`config.mk`:
```
export PLATFORM = sky130hd
export DESIGN_NAME = pwm_ramp_ctrl_flat
export DESIGN_NICKNAME = d
export VERILOG_FILES = /design/src/rtl/pwm_ramp_if.sv /design/src/rtl/pwm_ramp_ctrl.sv /design/src/flat_wrapper.sv
export SDC_FILE = /design/constraint.sdc
export NUM_CORES = 1
export LEC_CHECK = 0
export BUFFER_PORTS_ARGS = -buffer_cell sky130_fd_sc_hd__buf_2
export CORE_AREA = 4 4 89 91
export DETAILED_ROUTE_END_ITERATION = 12
export DIE_AREA = 0 0 93 95
export PLACE_DENSITY_LB_ADDON = 0.1
export SLEW_MARGIN = 40
export SYNTH_ARGS = -nofsm -noshare
export SYNTH_HDL_FRONTEND = slang
export SYNTH_SLANG_ARGS = --single-unit
export TNS_END_PERCENT = 30
```
`constraint.sdc`:
```
create_clock -name clk -period 4.2 [get_ports clk]
set_input_delay 0.84 -clock clk [delete_from_list [all_inputs] [get_ports clk]]
set_output_delay 0.84 -clock clk [all_outputs]
set_load 0.05 [all_outputs]
```
`src/rtl/pwm_ramp_if.sv`:
```
// Ramp command channel: valid/ready handshake carrying target, step and rate.
// The master issues commands, the ramp controller (slave) accepts them.
interface pwm_ramp_if #(
  parameter int RATE_W = 8
);
  logic              cmd_valid;
  logic              cmd_ready;
  logic [7:0]        cmd_target;
  logic [7:0]        cmd_step;
  logic [RATE_W-1:0] cmd_rate;

  modport master (
    output cmd_valid,
    output cmd_target,
    output cmd_step,
    output cmd_rate,
    input  cmd_ready
  );

  modport slave (
    input  cmd_valid,
    input  cmd_target,
    input  cmd_step,
    input  cmd_rate,
    output cmd_ready
  );
endinterface

```
`src/rtl/pwm_ramp_ctrl.sv`:
```
// PWM duty ramp controller: free-running 256-cycle phase counter, duty moves toward a
// commanded target by a fixed step every (rate+1) periods, updates land only at phase 0.
module pwm_ramp_ctrl #(
  parameter int RATE_W = 8
) (
  input  logic          clk,
  input  logic          rst_n,
  input  logic          enable,
  input  logic          abort,
  pwm_ramp_if.slave     cmd,
  output logic [7:0]    duty_cycle,
  output logic          period_end,
  output logic          busy,
  output logic          done
);

  typedef enum logic {IDLE = 1'b0, RAMP = 1'b1} state_t;

  state_t            state_q, state_d;
  logic [7:0]        phase_q, phase_d;
  logic [7:0]        duty_q, duty_d;
  logic [7:0]        target_q, target_d;
  logic [7:0]        step_q, step_d;
  logic [RATE_W-1:0] rate_q, rate_d;
  logic [RATE_W-1:0] rate_cnt_q, rate_cnt_d;
  logic              done_q, done_d;

  logic              xfer;
  logic              step_due;
  logic              reach;
  logic [8:0]        up_sum;
  logic [8:0]        dn_diff;
  logic [7:0]        duty_next;

  // State register
  always_ff @(posedge clk or negedge rst_n) begin
    if (!rst_n) begin
      state_q <= IDLE;
    end else begin
      state_q <= state_d;
    end
  end

  // Datapath registers
  always_ff @(posedge clk or negedge rst_n) begin
    if (!rst_n) begin
      phase_q    <= 8'd0;
      duty_q     <= 8'd0;
      target_q   <= 8'd0;
      step_q     <= 8'd0;
      rate_q     <= '0;
      rate_cnt_q <= '0;
      done_q     <= 1'b0;
    end else begin
      phase_q    <= phase_d;
      duty_q     <= duty_d;
      target_q   <= target_d;
      step_q     <= step_d;
      rate_q     <= rate_d;
      rate_cnt_q <= rate_cnt_d;
      done_q     <= done_d;
    end
  end

  // 9-bit arithmetic so a large step saturates at the target instead of wrapping.
  always_comb begin
    up_sum    = {1'b0, duty_q} + {1'b0, step_q};
    dn_diff   = {1'b0, duty_q} - {1'b0, step_q};
    duty_next = target_q;
    if (step_q == 8'd0) begin
      duty_next = target_q;
    end else if (target_q > duty_q) begin
      duty_next = (up_sum >= {1'b0, target_q}) ? target_q : up_sum[7:0];
    end else begin
      duty_next = (dn_diff[8] || (dn_diff[7:0] <= target_q)) ? target_q : dn_diff[7:0];
    end
  end

  always_comb begin
    period_end = enable && (phase_q == 8'hFF);
    xfer       = cmd.cmd_valid && (state_q == IDLE) && !abort;
    step_due   = (state_q == RAMP) && !abort && period_end &&
                 ((step_q == 8'd0) || (rate_cnt_q >= rate_q));
    reach      = step_due && (duty_next == target_q);
  end

  // Next-state logic
  always_comb begin
    state_d = state_q;
    case (state_q)
      IDLE: if (xfer && (cmd.cmd_target != duty_q)) state_d = RAMP;
      RAMP: if (abort || reach) state_d = IDLE;
      default: state_d = IDLE;
    endcase
  end

  // Outputs and datapath next values
  always_comb begin
    busy          = (state_q == RAMP);
    cmd.cmd_ready = (state_q == IDLE) && !abort;
    duty_cycle    = duty_q;
    done          = done_q;

    phase_d    = enable ? phase_q + 8'd1 : phase_q;
    duty_d     = duty_q;
    target_d   = target_q;
    step_d     = step_q;
    rate_d     = rate_q;
    rate_cnt_d = rate_cnt_q;
    done_d     = 1'b0;

    if (xfer) begin
      target_d   = cmd.cmd_target;
      step_d     = cmd.cmd_step;
      rate_d     = cmd.cmd_rate;
      rate_cnt_d = '0;
      done_d     = (cmd.cmd_target == duty_q);
    end else if ((state_q == RAMP) && !abort && period_end) begin
      if (step_due) begin
        rate_cnt_d = '0;
        duty_d     = duty_next;
        done_d     = reach;
      end else begin
        rate_cnt_d = rate_cnt_q + 1'b1;
      end
    end
  end

endmodule

```
`src/flat_wrapper.sv`:
```
// flat-port wrapper written by rule: the top's interface ports become plain ports
module pwm_ramp_ctrl_flat 
#(
  parameter int RATE_W = 8
)
  (clk, rst_n, enable, abort, duty_cycle, period_end, busy, done, cmd_cmd_valid, cmd_cmd_target, cmd_cmd_step, cmd_cmd_rate, cmd_cmd_ready);
  pwm_ramp_if #(.RATE_W(RATE_W)) cmd_i ();
  input  logic clk;
  input  logic rst_n;
  input  logic enable;
  input  logic abort;
  output logic [7:0] duty_cycle;
  output logic period_end;
  output logic busy;
  output logic done;
  input wire logic [$bits(cmd_i.cmd_valid)-1:0] cmd_cmd_valid;
  input wire logic [$bits(cmd_i.cmd_target)-1:0] cmd_cmd_target;
  input wire logic [$bits(cmd_i.cmd_step)-1:0] cmd_cmd_step;
  input wire logic [$bits(cmd_i.cmd_rate)-1:0] cmd_cmd_rate;
  output wire logic [$bits(cmd_i.cmd_ready)-1:0] cmd_cmd_ready;
  assign cmd_i.cmd_valid = cmd_cmd_valid;
  assign cmd_i.cmd_target = cmd_cmd_target;
  assign cmd_i.cmd_step = cmd_cmd_step;
  assign cmd_i.cmd_rate = cmd_cmd_rate;
  assign cmd_cmd_ready = cmd_i.cmd_ready;
  pwm_ramp_ctrl #(.RATE_W(RATE_W)) u_core (.clk(clk), .rst_n(rst_n), .enable(enable), .abort(abort), .cmd(cmd_i), .duty_cycle(duty_cycle), .period_end(period_end), .busy(busy), .done(done));
endmodule
```
# Yosys cells after proc, flatten, opt, wreduce, memory -nomap -nowiden
# Cells that the tools add are included.
# classes
addsub,4
n_lt_le_gt_ge,4
n_eq_ne,4
n_mux,13
bitwise,2
reduce_logical,16
# ops
operator,count
two-way mux 8 bit,7
"adder 8 x 1 -> 8 bit, second input constant",2
equality test 8 bit,2
adder 8 x 8 -> 9 bit,1
>= comparator 9 x 8 -> 1 bit,1
logical AND 1 bit,9
subtractor 8 x 8 -> 9 bit,1
"equality test 8 bit, second input constant",1
>= comparator 8 bit,1
> comparator 8 bit,1
<= comparator 8 bit,1
logical NOT 8 bit,1
!= test 8 bit,1
two-way mux 1 bit,5
logical OR 1 bit,3
AND reduction 3 bit,1
inverter 1 bit,2
case mux 1 bit (2 select lines),1
nonzero test 2 bit,1
logical NOT 1 bit,1
# totals
regBits,50
in_bits,29
out_inout_bits,12
elab_cells,51

# Longest topological paths before layout
# depth
word_depth,11
depth_mapped,19
mapped_depth_nobuf,18

# Worst setup path before layout
# OpenSTA, ideal clock, no wires.
# synth_timing
kind,reg2reg
start,register u_core.duty_q[0] (netlist: u_core.duty_cycle[0])
end,register u_core.state_q (netlist: u_core.busy)
setup_ns,0.077
t_arrival_ns,3.975
t_required_ns,4.123
slack_ns,0.147
stages_incl_launch_ff,18
n_path_buf,0
period_less_slack_ns,4.053
cell_sequence,dfrtp_1 -> ha_1 -> fa_1 -> nand2b_1 -> a211oi_1 -> or4b_1 -> nand4_1 -> inv_1 -> ha_1 -> nand4_1 -> a21oi_1 -> o31a_1 -> or2_1 -> nor2_2 -> o21ai_0 -> a41oi_1 -> o31ai_2 -> a21oi_1
# synth_via
elab_chain_cells,11
elab_cells_between_ends,18
classes_between,add/sub (2); order compare (3); eq/ne (2); mux (7); reduce/logical (4)
# synth_lines
element,line_no,text
from (decl),pwm_ramp_ctrl.sv:21,"logic [7:0] duty_q, duty_d;"
from (signal assigned),pwm_ramp_ctrl.sv:56,duty_q <= duty_d;
subtractor 8 x 8 -> 9 bit,pwm_ramp_ctrl.sv:68,"dn_diff = {1'b0, duty_q} - {1'b0, step_q};"
<= comparator 8 bit,pwm_ramp_ctrl.sv:75,duty_next = (dn_diff[8] || (dn_diff[7:0] <= target_q)) ? target_q : dn_diff[7:0];
logical OR 1 bit,pwm_ramp_ctrl.sv:75,
two-way mux 8 bit,pwm_ramp_ctrl.sv:75,
two-way mux 8 bit,pwm_ramp_ctrl.sv:72,end else if (target_q > duty_q) begin
two-way mux 8 bit,pwm_ramp_ctrl.sv:70,if (step_q == 8'd0) begin
equality test 8 bit,pwm_ramp_ctrl.sv:84,reach = step_due && (duty_next == target_q);
logical AND 1 bit,pwm_ramp_ctrl.sv:84,
logical OR 1 bit,pwm_ramp_ctrl.sv:92,RAMP: if (abort || reach) state_d = IDLE;
two-way mux 1 bit,pwm_ramp_ctrl.sv:92,
case mux 1 bit (2 select lines) (*),pwm_ramp_ctrl.sv:90,case (state_q)
named net u_core.state_d,pwm_ramp_ctrl.sv:19,"state_t state_q, state_d;"
to (signal assigned),pwm_ramp_ctrl.sv:40,state_q <= state_d;
to (decl),pwm_ramp_ctrl.sv:19,
# Mark *: on every way through the listed nets, which the timed path passes. The rest lies on a longest branch.
# A chain may end at the register's enable or synchronous reset.

# Final worst setup path
# layout_timing
start,register u_core.step_q[0]
end,register u_core.state_q (netlist: u_core.busy)
# layout_via
elab_chain_cells,11
elab_cells_between_ends,17
classes_between,add/sub (2); order compare (2); eq/ne (1); mux (6); reduce/logical (6)
# layout_lines
element,line_no,text
from (decl),pwm_ramp_ctrl.sv:23,"logic [7:0] step_q, step_d;"
from (signal assigned),pwm_ramp_ctrl.sv:58,step_q <= step_d;
subtractor 8 x 8 -> 9 bit,pwm_ramp_ctrl.sv:68,
<= comparator 8 bit,pwm_ramp_ctrl.sv:75,
logical OR 1 bit,pwm_ramp_ctrl.sv:75,
two-way mux 8 bit,pwm_ramp_ctrl.sv:75,
two-way mux 8 bit,pwm_ramp_ctrl.sv:72,
two-way mux 8 bit,pwm_ramp_ctrl.sv:70,
equality test 8 bit,pwm_ramp_ctrl.sv:84,
logical AND 1 bit (*),pwm_ramp_ctrl.sv:84,
logical OR 1 bit (*),pwm_ramp_ctrl.sv:92,
two-way mux 1 bit (*),pwm_ramp_ctrl.sv:92,
case mux 1 bit (2 select lines) (*),pwm_ramp_ctrl.sv:90,
named net u_core.state_d,pwm_ramp_ctrl.sv:19,
# Marks and branches as above.

==> flow_summary_export.csv <==
group,metric,value,unit
run_status,outcome,"complete, no violations",
clock_network,cts_buffers,5,
global_route,first_global_vias,3787,
critical_path,required,4.38,ns
layout,drive_gt1_share,18.1,%
layout,final_cell_mix,"52 x o21ai_0, 50 x dfrtp_1, 49 x nand2_1, 49 x ha_1, 42 x inv_1",
clock_network,cts_root_buffer,"clkbuf_8",
sta,fmax,0.250,GHz
sta,finalSetupTns,0,ns
layout,diodes,0,
power_and_ir_drop,p_leak,2.22,nW
floorplanning,start_util,58.0,%
place,port_buffers,40,
drt,firstDrtPassIters,5,
layout,num-fill-cells,609,
sta,report.final.slew_viol_count,0,
clock_network,path_clk_slew,0.10,ns
floorplanning,ios,41,
layout,area_growth,14.0,%
power_and_ir_drop,power.internal,1.11,mW
synth,synth-seq-cells,50,
clock_network,clk_latency,0.31,ns
critical_path,path_max_fanout,5,
sta,tightest_slew,0.676,ns
floorplanning,num_rows,31,
synth,synth.yosys.seq_area_share,30.2,%
power_and_ir_drop,pwr-share-comb,47.7,%
global_route,antenna_found_initial,0,
place,globalplace.congestion,1.01,
synth,syn_inst,481,
power_and_ir_drop,net-switching-power,755,µW
drt,vias_per_cell,6.09,
power_and_ir_drop,p_clk_share,18.4,%
sta,finalHoldViolations,0,
drt,routed_wl,11.7,mm
critical_path,start_kind,"flip-flop",
global_route,grtUsageTotal,27.7,%
drt,wire_per_inst,18.4,µm
drt,remaining_drc_errors,0,
place,place_area,4540,µm²
sta,setup_viol_count_final,0,
place,hpwl,9.35,mm
clock_network,htree_num_levels,2,
clock_network,cts_tree,"yes",
synth,ys_warn_count,0,
synth,synth_area_per_cell,8.61,µm²
global_route,grt_remaining_overflow,0,
sta,period_share,95.2,%
sta,finClkSkew,0.00881,ns
sta,holdWs,0.345,ns
min_path,hp-class,"input pin to asynchronous set/reset pin",
synth,async_flop_share,100,%
floorplanning,fp.dieW,93,µm
drt,num_vias,3873,
power_and_ir_drop,swShare,40.5,%
synth,synth_edf_count,0,
critical_path,startpoint,"u_core.step_q[0]",
layout,final_net_count,617,
layout,final_cells,636,
synth,synth_fp_nets,562,
sta,timing.final.crit_period,4.00,ns
clock_network,clock_path_buffers,2,
critical_path,worstSetupEndpointType,"flip-flop",
place,dp_cells,626,
synth,ys_types,64,
critical_path,worstSetupPathType,"flip-flop to flip-flop",
synth,synthFlopType,"dfrtp_1",
synth,synth_area,4140,µm²
critical_path,critPathArrivalTime,4.18,ns
floorplanning,coreArea,7140,µm²
layout,fin_area,4720,µm²
floorplanning,dieArea,8840,µm²
drt,ant_nets,0,
power_and_ir_drop,fin_total_pwr,1.87,mW
power_and_ir_drop,peakVddDrop,0.000234,V
power_and_ir_drop,power.density,395,nW/µm²
global_route,grt_pass1_wl,19.1,mm
sta,max-slew-margin-rel,54.6,%
clock_network,postCtsHoldBufs,0,
clock_network,cts_sinks,50,
job,drv_cap,0,
power_and_ir_drop,seq_power_share,33.9,%
sta,rsz0062_at_grt,"no",
drt,drtIter0Drc,301,
floorplanning,die_y,95,µm
critical_path,r2r_start,"u_core.step_q[0]",
global_route,grt_max_degree,45,
layout,final_common_cell,"o21ai_0",
kinds of logic after synthesis:
logic type,count (synthesis),synth area share (%)
flops,50,30.2
mux,8,2.12
simple gates,147,18.0
xor+xnor,29,6.13
buf+inv,59,5.95
fa+ha+maj,52,16.1
compound gates,136,21.5
routing by layer:
metal	vias to the layer above	GRT usage, %	routed length (µm)
met1	1835	35.6	4960
met2	161	47.4	5580
met3	41	3.75	718
met5	-	0	0
li1	1836	-	-
met4	0	10.7	461
Yosys cell counts, types with 7 or more instances:
cell | instances | area [µm²]
o211ai_1 | 7 | 52.6
nand2_1 | 49 | 184
nor2b_1 | 7 | 43.8
ha_1 | 50 | 626
o22ai_1 | 7 | 43.8
a21oi_1 | 19 | 95.1
and3_1 | 9 | 56.3
xor2_1 | 15 | 131
xnor2_1 | 14 | 123
o21ai_0 | 54 | 270
a211oi_1 | 9 | 67.6
inv_1 | 42 | 158
nor2_1 | 26 | 97.6
nand4_1 | 11 | 68.8
dfrtp_1 | 50 | 1250
clkbuf_1 | 8 | 30.0
stage by stage:
stage,setup slack (ns),utilization (%)
finish,0.200,66.1
CTS,0.0568,65.1
global route,0.0224,66.1
detailed placement,0.0853,63.6
floorplan,0.147,-
global placement,0.217,63.6
critical path, cell delays in order, from the launching register on:
cell and delay (ns):
dfrtp_1 0.40, buf_4 0.13, ha_1 0.15, inv_1 0.06
fa_1 0.41, a21o_1 0.23, a311oi_2 0.29, nor2_2 0.12
xor2_2 0.18, ha_1 0.32, nand4_1 0.14, o22ai_1 0.26
a21oi_2 0.09, o311ai_4 0.11, nor2_2 0.14, buf_4 0.16
a32oi_1 0.21, nand4_1 0.18, o31ai_2 0.22, a21oi_1 0.10
final cells by class:
type | instances | area [µm²] | share of cell area [%]
clock buffers | 6 | 72.6 | 1.54
clock inverters | 2 | 37.5 | 0.796
inverters | 45 | 169 | 3.58
multi-input cells | 372 | 2700 | 57.2
flip-flops and latches | 50 | 1250 | 26.5
well taps | 99 | 124 | 2.63
repair buffers | 62 | 365 | 7.74
repair_timing:
item,4_1_cts,5_1_grt
endpoints found under the setup margin,0,10
gates resized for setup,0,13
setup buffers,0,2
path summary, 6_finish.rpt:
kind	endpoint	cells past startpoint	slack (ns)
min in group clk	u_core.phase_q[5]	1	0.47
max in group asynchronous	u_core.phase_q[3]	2	3.07
max reg2reg	u_core.busy	19	0.20
min	u_core.target_q[6]	1	0.35
min reg2reg	u_core.phase_q[5]	1	0.47
max	u_core.busy	19	0.20
flip-flops by register name, indices dropped and copies added, names as in the netlist:
signal	cells
u_core.done	1
u_core.rate_cnt_q	8
u_core.rate_q	8
u_core.phase_q	8
u_core.duty_cycle	8
u_core.step_q	8
u_core.target_q	8
u_core.busy	1
power groups by stage:
stage | combinational [mW] | sequential, mW | clock, mW
final | 0.890 | 0.633 | 0.343
after detailed placement | 0.836 | 0.640 | 0
after global placement | 0.818 | 0.637 | 0
after floorplan | 0.623 | 0.618 | 0
after global routing | 0.985 | 0.642 | 0.366
after CTS | 0.840 | 0.631 | 0.350
No activity file was read; power rests on OpenSTA's default activity.
